### config.mk
export PLATFORM = sky130hd
export DESIGN_NAME = phase_acc_gen
export DESIGN_NICKNAME = d
export VERILOG_FILES = /design/src/rtl/phase_acc_gen.sv
export SDC_FILE = /design/constraint.sdc
export NUM_CORES = 1
export LEC_CHECK = 0
export CORE_AREA = 5 5 122 124
export CTS_BUF_LIST = sky130_fd_sc_hd__clkbuf_4 sky130_fd_sc_hd__clkbuf_8
export CTS_CLUSTER_SIZE = 40
export DETAILED_ROUTE_END_ITERATION = 7
export DIE_AREA = 0 0 127 129
export PLACE_DENSITY = 0.77
export SETUP_SLACK_MARGIN = 0.5
export SYNTH_ARGS = -nofsm -noshare
export SYNTH_HDL_FRONTEND = slang
export SYNTH_SLANG_ARGS = --single-unit
### constraint.sdc
create_clock -name clk -period 4.6 [get_ports clk]
set_input_delay 1.15 -clock clk [delete_from_list [all_inputs] [get_ports clk]]
set_output_delay 1.15 -clock clk [all_outputs]
set_load 0.02 [all_outputs]
### src/rtl/phase_acc_gen.sv
// Numerically-controlled phase accumulator feeding the square-wave LUT stage.
// Produces a registered LUT address and a duty select. Tuning word and duty
// changes are double-buffered so the LUT stage never sees a torn period.
module phase_acc_gen #(
    parameter int unsigned ACC_WIDTH  = 32,
    parameter int unsigned ADDR_WIDTH = 10,
    parameter int unsigned DIV_WIDTH  = 16
) (
    input  logic                  clk,
    input  logic                  rst_n,
    input  logic                  enable,
    input  logic                  sync_clr,
    input  logic [DIV_WIDTH-1:0]  sample_div,
    input  logic [ACC_WIDTH-1:0]  ftw_in,
    input  logic                  ftw_load,
    input  logic [3:0]            duty_in,
    input  logic                  duty_load,
    input  logic [ADDR_WIDTH-1:0] phase_off,
    output logic [ADDR_WIDTH-1:0] phase_acc,
    output logic [3:0]            duty_cycle,
    output logic                  phase_valid,
    output logic                  wrap
);

    logic [ACC_WIDTH-1:0]  acc_q, acc_d;
    logic [DIV_WIDTH-1:0]  div_cnt_q, div_cnt_d;
    logic [ACC_WIDTH-1:0]  ftw_active_q, ftw_active_d;
    logic [ACC_WIDTH-1:0]  ftw_pend_q, ftw_pend_d;
    logic                  ftw_pend_vld_q, ftw_pend_vld_d;
    logic [3:0]            duty_pend_q, duty_pend_d;
    logic                  duty_pend_vld_q, duty_pend_vld_d;
    logic [ADDR_WIDTH-1:0] phase_acc_q, phase_acc_d;
    logic [3:0]            duty_cycle_q, duty_cycle_d;
    logic                  phase_valid_q, phase_valid_d;
    logic                  wrap_q, wrap_d;

    logic                  clr;
    logic                  tick;
    logic [ACC_WIDTH:0]    sum;
    logic                  carry;
    logic [3:0]            duty_in_clamped;
    logic [ACC_WIDTH-1:0]  ftw_commit_val;
    logic [3:0]            duty_commit_val;

    // Decode control events and values offered at a commit point.
    always_comb begin
        clr             = enable & sync_clr;
        // sync_clr wins over a coincident tick
        tick            = enable & ~sync_clr & (div_cnt_q == sample_div);
        sum             = {1'b0, acc_q} + {1'b0, ftw_active_q};
        carry           = sum[ACC_WIDTH];
        duty_in_clamped = (duty_in > 4'd3) ? 4'd2 : duty_in;
        // A load in the committing cycle bypasses straight through
        ftw_commit_val  = ftw_load ? ftw_in :
                          (ftw_pend_vld_q ? ftw_pend_q : ftw_active_q);
        duty_commit_val = duty_load ? duty_in_clamped :
                          (duty_pend_vld_q ? duty_pend_q : duty_cycle_q);
    end

    // Next-state for accumulator, divider, buffers and outputs.
    always_comb begin
        acc_d           = acc_q;
        div_cnt_d       = div_cnt_q;
        ftw_active_d    = ftw_active_q;
        ftw_pend_d      = ftw_pend_q;
        ftw_pend_vld_d  = ftw_pend_vld_q;
        duty_pend_d     = duty_pend_q;
        duty_pend_vld_d = duty_pend_vld_q;
        phase_acc_d     = phase_acc_q;
        duty_cycle_d    = duty_cycle_q;
        phase_valid_d   = 1'b0;
        wrap_d          = 1'b0;

        // Captures into the pending registers are accepted even while disabled
        if (ftw_load) begin
            ftw_pend_d     = ftw_in;
            ftw_pend_vld_d = 1'b1;
        end
        if (duty_load) begin
            duty_pend_d     = duty_in_clamped;
            duty_pend_vld_d = 1'b1;
        end

        if (clr) begin
            acc_d           = '0;
            div_cnt_d       = '0;
            phase_acc_d     = phase_off;
            phase_valid_d   = 1'b1;
            ftw_active_d    = ftw_commit_val;
            ftw_pend_vld_d  = 1'b0;
            duty_cycle_d    = duty_commit_val;
            duty_pend_vld_d = 1'b0;
        end else if (tick) begin
            acc_d          = sum[ACC_WIDTH-1:0];
            div_cnt_d      = '0;
            phase_acc_d    = sum[ACC_WIDTH-1 -: ADDR_WIDTH] + phase_off;
            phase_valid_d  = 1'b1;
            wrap_d         = carry;
            // The addition above still uses the old tuning word
            ftw_active_d   = ftw_commit_val;
            ftw_pend_vld_d = 1'b0;
            // Duty only changes on a period boundary
            if (carry) begin
                duty_cycle_d    = duty_commit_val;
                duty_pend_vld_d = 1'b0;
            end
        end else if (enable) begin
            div_cnt_d = div_cnt_q + 1'b1;
        end
    end

    // State register with asynchronous active-low reset.
    always_ff @(posedge clk or negedge rst_n) begin
        if (!rst_n) begin
            acc_q           <= '0;
            div_cnt_q       <= '0;
            ftw_active_q    <= '0;
            ftw_pend_q      <= '0;
            ftw_pend_vld_q  <= 1'b0;
            duty_pend_q     <= 4'd2;
            duty_pend_vld_q <= 1'b0;
            phase_acc_q     <= '0;
            duty_cycle_q    <= 4'd2;
            phase_valid_q   <= 1'b0;
            wrap_q          <= 1'b0;
        end else begin
            acc_q           <= acc_d;
            div_cnt_q       <= div_cnt_d;
            ftw_active_q    <= ftw_active_d;
            ftw_pend_q      <= ftw_pend_d;
            ftw_pend_vld_q  <= ftw_pend_vld_d;
            duty_pend_q     <= duty_pend_d;
            duty_pend_vld_q <= duty_pend_vld_d;
            phase_acc_q     <= phase_acc_d;
            duty_cycle_q    <= duty_cycle_d;
            phase_valid_q   <= phase_valid_d;
            wrap_q          <= wrap_d;
        end
    end

    assign phase_acc   = phase_acc_q;
    assign duty_cycle  = duty_cycle_q;
    assign phase_valid = phase_valid_q;
    assign wrap        = wrap_q;

endmodule

==> metrics.txt <==
commonest non-fill, non-tap cells in the layout dfrtp_1 (132), clkdlybuf4s50_1 (82), nand2_1 (42), nor2_1 (41), ha_1 (39); gpl congestion 0.875; worst rel slew slack 52.2%; clock-pin slew on the worst setup and hold paths approximately 0.08 ns; vias in the first global route ~5.6k; first drt pass iteration count 5; status completed; initial core utilization 53.8%; Core ar. 0.0137 mm²; Bufs and invs on worst path 1; maximum vdd drop 0.181 mV; vias per inst around 5.6; Worst setup SP type flip-flop; Total Nets Final 890; M1 WL 7.10 mm; met3 routed WL 618 µm; Max Cap Viol 0; Horiz. Die Dim 127 µm; Final Cycle Share 88.5%; Cell Area, Synth 0.00735 mm²; Vias 5415; crit-path cells ha_4 > inv_2 > fa_2 > nor2b_1 > o21ai_2 > a21boi_2 > o311ai_4 > nand3_1 > a31o_1 > a221o_2 > xor2_2 > ha_4 > a21oi_2 > o21bai_1 > a21oi_2 > o21ai_2 > a21o_1 > a21oi_2 > xnor2_2 > a21oi_1 > a2bb2oi_1; largest net degree at the start of global routing 79; delay-heaviest family, CP compound AO/OA/AOI/OAI gates; CP max-delay cell a221o_2; kind of critical path reg2reg; initial antenna violation count 0; layout cells sized above 1 between 10% and 20%; final worst setup slack 0.529 ns; first-pass GRT wire length 26.7 mm; Most common cell on crit path a21oi_2; leakage 4.05 nW; # DRC 0; number of port buffers 83; Hold Crit Class reg2reg; Clock Sinks between 100 and 150; pwr/cell area approximately 350 mW/mm²; mean routed wirelength per cell 16.7 µm; H-tree Lvls 4; clk_lat worst skew 0.45 ns; metal2 WL 8.21 mm; Seq/Total Area, Yosys a little under half; final setup violation count 0; most common cell after layout, fill and taps aside dfrtp_1; post-detailed-placement half-perimeter wirelength 11.4 mm; Routed WL roughly 16 mm; Post-synth EDFFs 0; Peak Freq ~250 MHz; endpoints failing hold 0; pre-CTS setup slack 0.298 ns; CTS buffer count 17; setup TNS 0 ns; CTS tree built; Die Ht 129 µm; Final ANT Viol Nets 0; GR Util All Layers roughly 20%; Async SR Flop Fraction 100%; RSZ-0062 raised after global routing true; Slew @ Worst Pin between 0.7 and 0.8 ns; grt total ovfl 0; CP peak stage delay 0.44 ns; Mean Syn Cell Area 10.8 µm²; crit path capture type flip-flop; Post-Syn Instances 680; cts hold-fix bufs 0; area grow syn2layout 21.6%; Crit path arrival time around 4.4 ns; final number of max-transition violations 0; Req. time, crit path 4.92 ns; Max Fanout on Critical Path 4; Post-Syn Nets slightly below 800; predominant post-synthesis flop cell dfrtp_1; 1st-iter DRT viols 213; # IOs 84; #FFs+latches synth about 130; CTS max path bufs 2; ant diodes 0; yosys warns 0; DIE AREA 0.0164 mm²; Root Buffer clkbuf_8; post-layout min period about 4 ns; clock skew ~0.01 ns; Cell variety after synth 69; top layer in use met4; num rows 43
[where the power goes]
group | internal [mW] | switching [mW] | total (mW)
sequential | 1.29 | 0.0669 | 1.36
clock | 0.568 | 0.475 | 1.04
combinational | 0.358 | 0.377 | 0.734
[area by class of cell]
type / instances / area [µm²]
inverters: 22 / 82.6
clock inverters: 12 / 153
repair buffers: 103 / 982
well taps: 180 / 225
multi-input cells: 500 / 3870
flip-flops and latches: 134 / 3360
fillers: 1072 / 4730
clock buffers: 20 / 269
[flip-flops by register name, indices dropped and copies added, names as in the netlist]
register         flops
acc_q               32
div_cnt_q           16
duty_cycle           4
duty_pend_q          4
duty_pend_vld_q      1
ftw_active_q        32
ftw_pend_q          32
ftw_pend_vld_q       1
phase_acc           10
phase_valid          1
wrap                 1
[per-stage QoR]
| step | area [µm²] | util, % | cells | hold slack [ns] | total power, mW |
|---|---|---|---|---|---|
| after floorplan | 7350 | - | 680 | 0.462 | 1.83 |
| after global placement | 8340 | 61.1 | 928 | 0.472 | 2.04 |
| after detailed placement | 8340 | 61.1 | 928 | 0.483 | 2.06 |
| after CTS | 8830 | 64.6 | 965 | 0.500 | 3.12 |
| after global routing | 8940 | 65.4 | 971 | 0.509 | 3.29 |
| final | 8940 | 65.4 | 971 | 0.497 | 3.14 |
[worst paths after layout]
check	start	end	slack (ns)	depth (start not counted)
setup reg to reg	ftw_active_q[0]$_DFFE_PN0P_	phase_acc[9]$_DFFE_PN0N_	0.53	21
setup / recovery	ftw_active_q[0]$_DFFE_PN0P_	phase_acc[9]$_DFFE_PN0N_	0.53	21
hold reg to reg	ftw_pend_q[18]$_DFFE_PN0P_	ftw_pend_q[18]$_DFFE_PN0P_	0.50	1
min in group asynchronous	rst_n	acc_q[13]$_DFFE_PN0N_	0.73	1
max in group asynchronous	rst_n	ftw_active_q[22]$_DFFE_PN0P_	2.99	2
hold / removal	ftw_pend_q[18]$_DFFE_PN0P_	ftw_pend_q[18]$_DFFE_PN0P_	0.50	1
[cells by family after synthesis]
family	Yosys count	synth area share, %
muxes	67	10.5
AOI/OAI and AO/OA	157	14.5
adders and majority gates	44	7.69
buffers and inverters	46	2.94
and+or+nand+nor	169	11.2
DFF	134	45.7
xor gates and xnor gates	63	7.51
[Yosys cell counts, drive strengths merged, types with 3 or more instances]
library cell,count,share of area (%)
and3,4,0.34
mux2,67,10
xnor2,34,4.1
a21boi,3,0.36
o22ai,4,0.34
o311ai,3,0.60
o21bai,4,0.41
a211oi,7,0.92
nor2b,8,0.68
o21a,5,0.51
clkbuf,11,0.70
a31oi,3,0.26
nor3,10,0.68
o21ai,40,2.8
a31o,3,0.36
nand4,7,0.60
dfrtp,132,45
o211ai,3,0.31
a21o,26,2.7
a21oi,39,2.8
nand2b,3,0.26
inv,22,1.1
nor2,44,2.5
and2,4,0.34
or4,3,0.31
buf,12,0.87
a22oi,4,0.41
ha,42,7.1
nand3,38,2.6
xor2,29,3.5
nand2,43,2.2
[repair_timing]
| action | 4_1_cts | 5_1_grt |
|---|---|---|
| setup buffers | 5 | 6 |
| setup endpoints to repair | 2 | 2 |
| resized for setup | 6 | 11 |
| pin swaps | 6 | 22 |
[routing by layer]
layer	track usage (%)	vias to the layer above
li1	-	2624
met1	25.8	2661
met2	34.7	106
met3	4.44	24
met4	6.44	0
met5	0	-
Note: power is estimated with default switching activity, not from simulation.
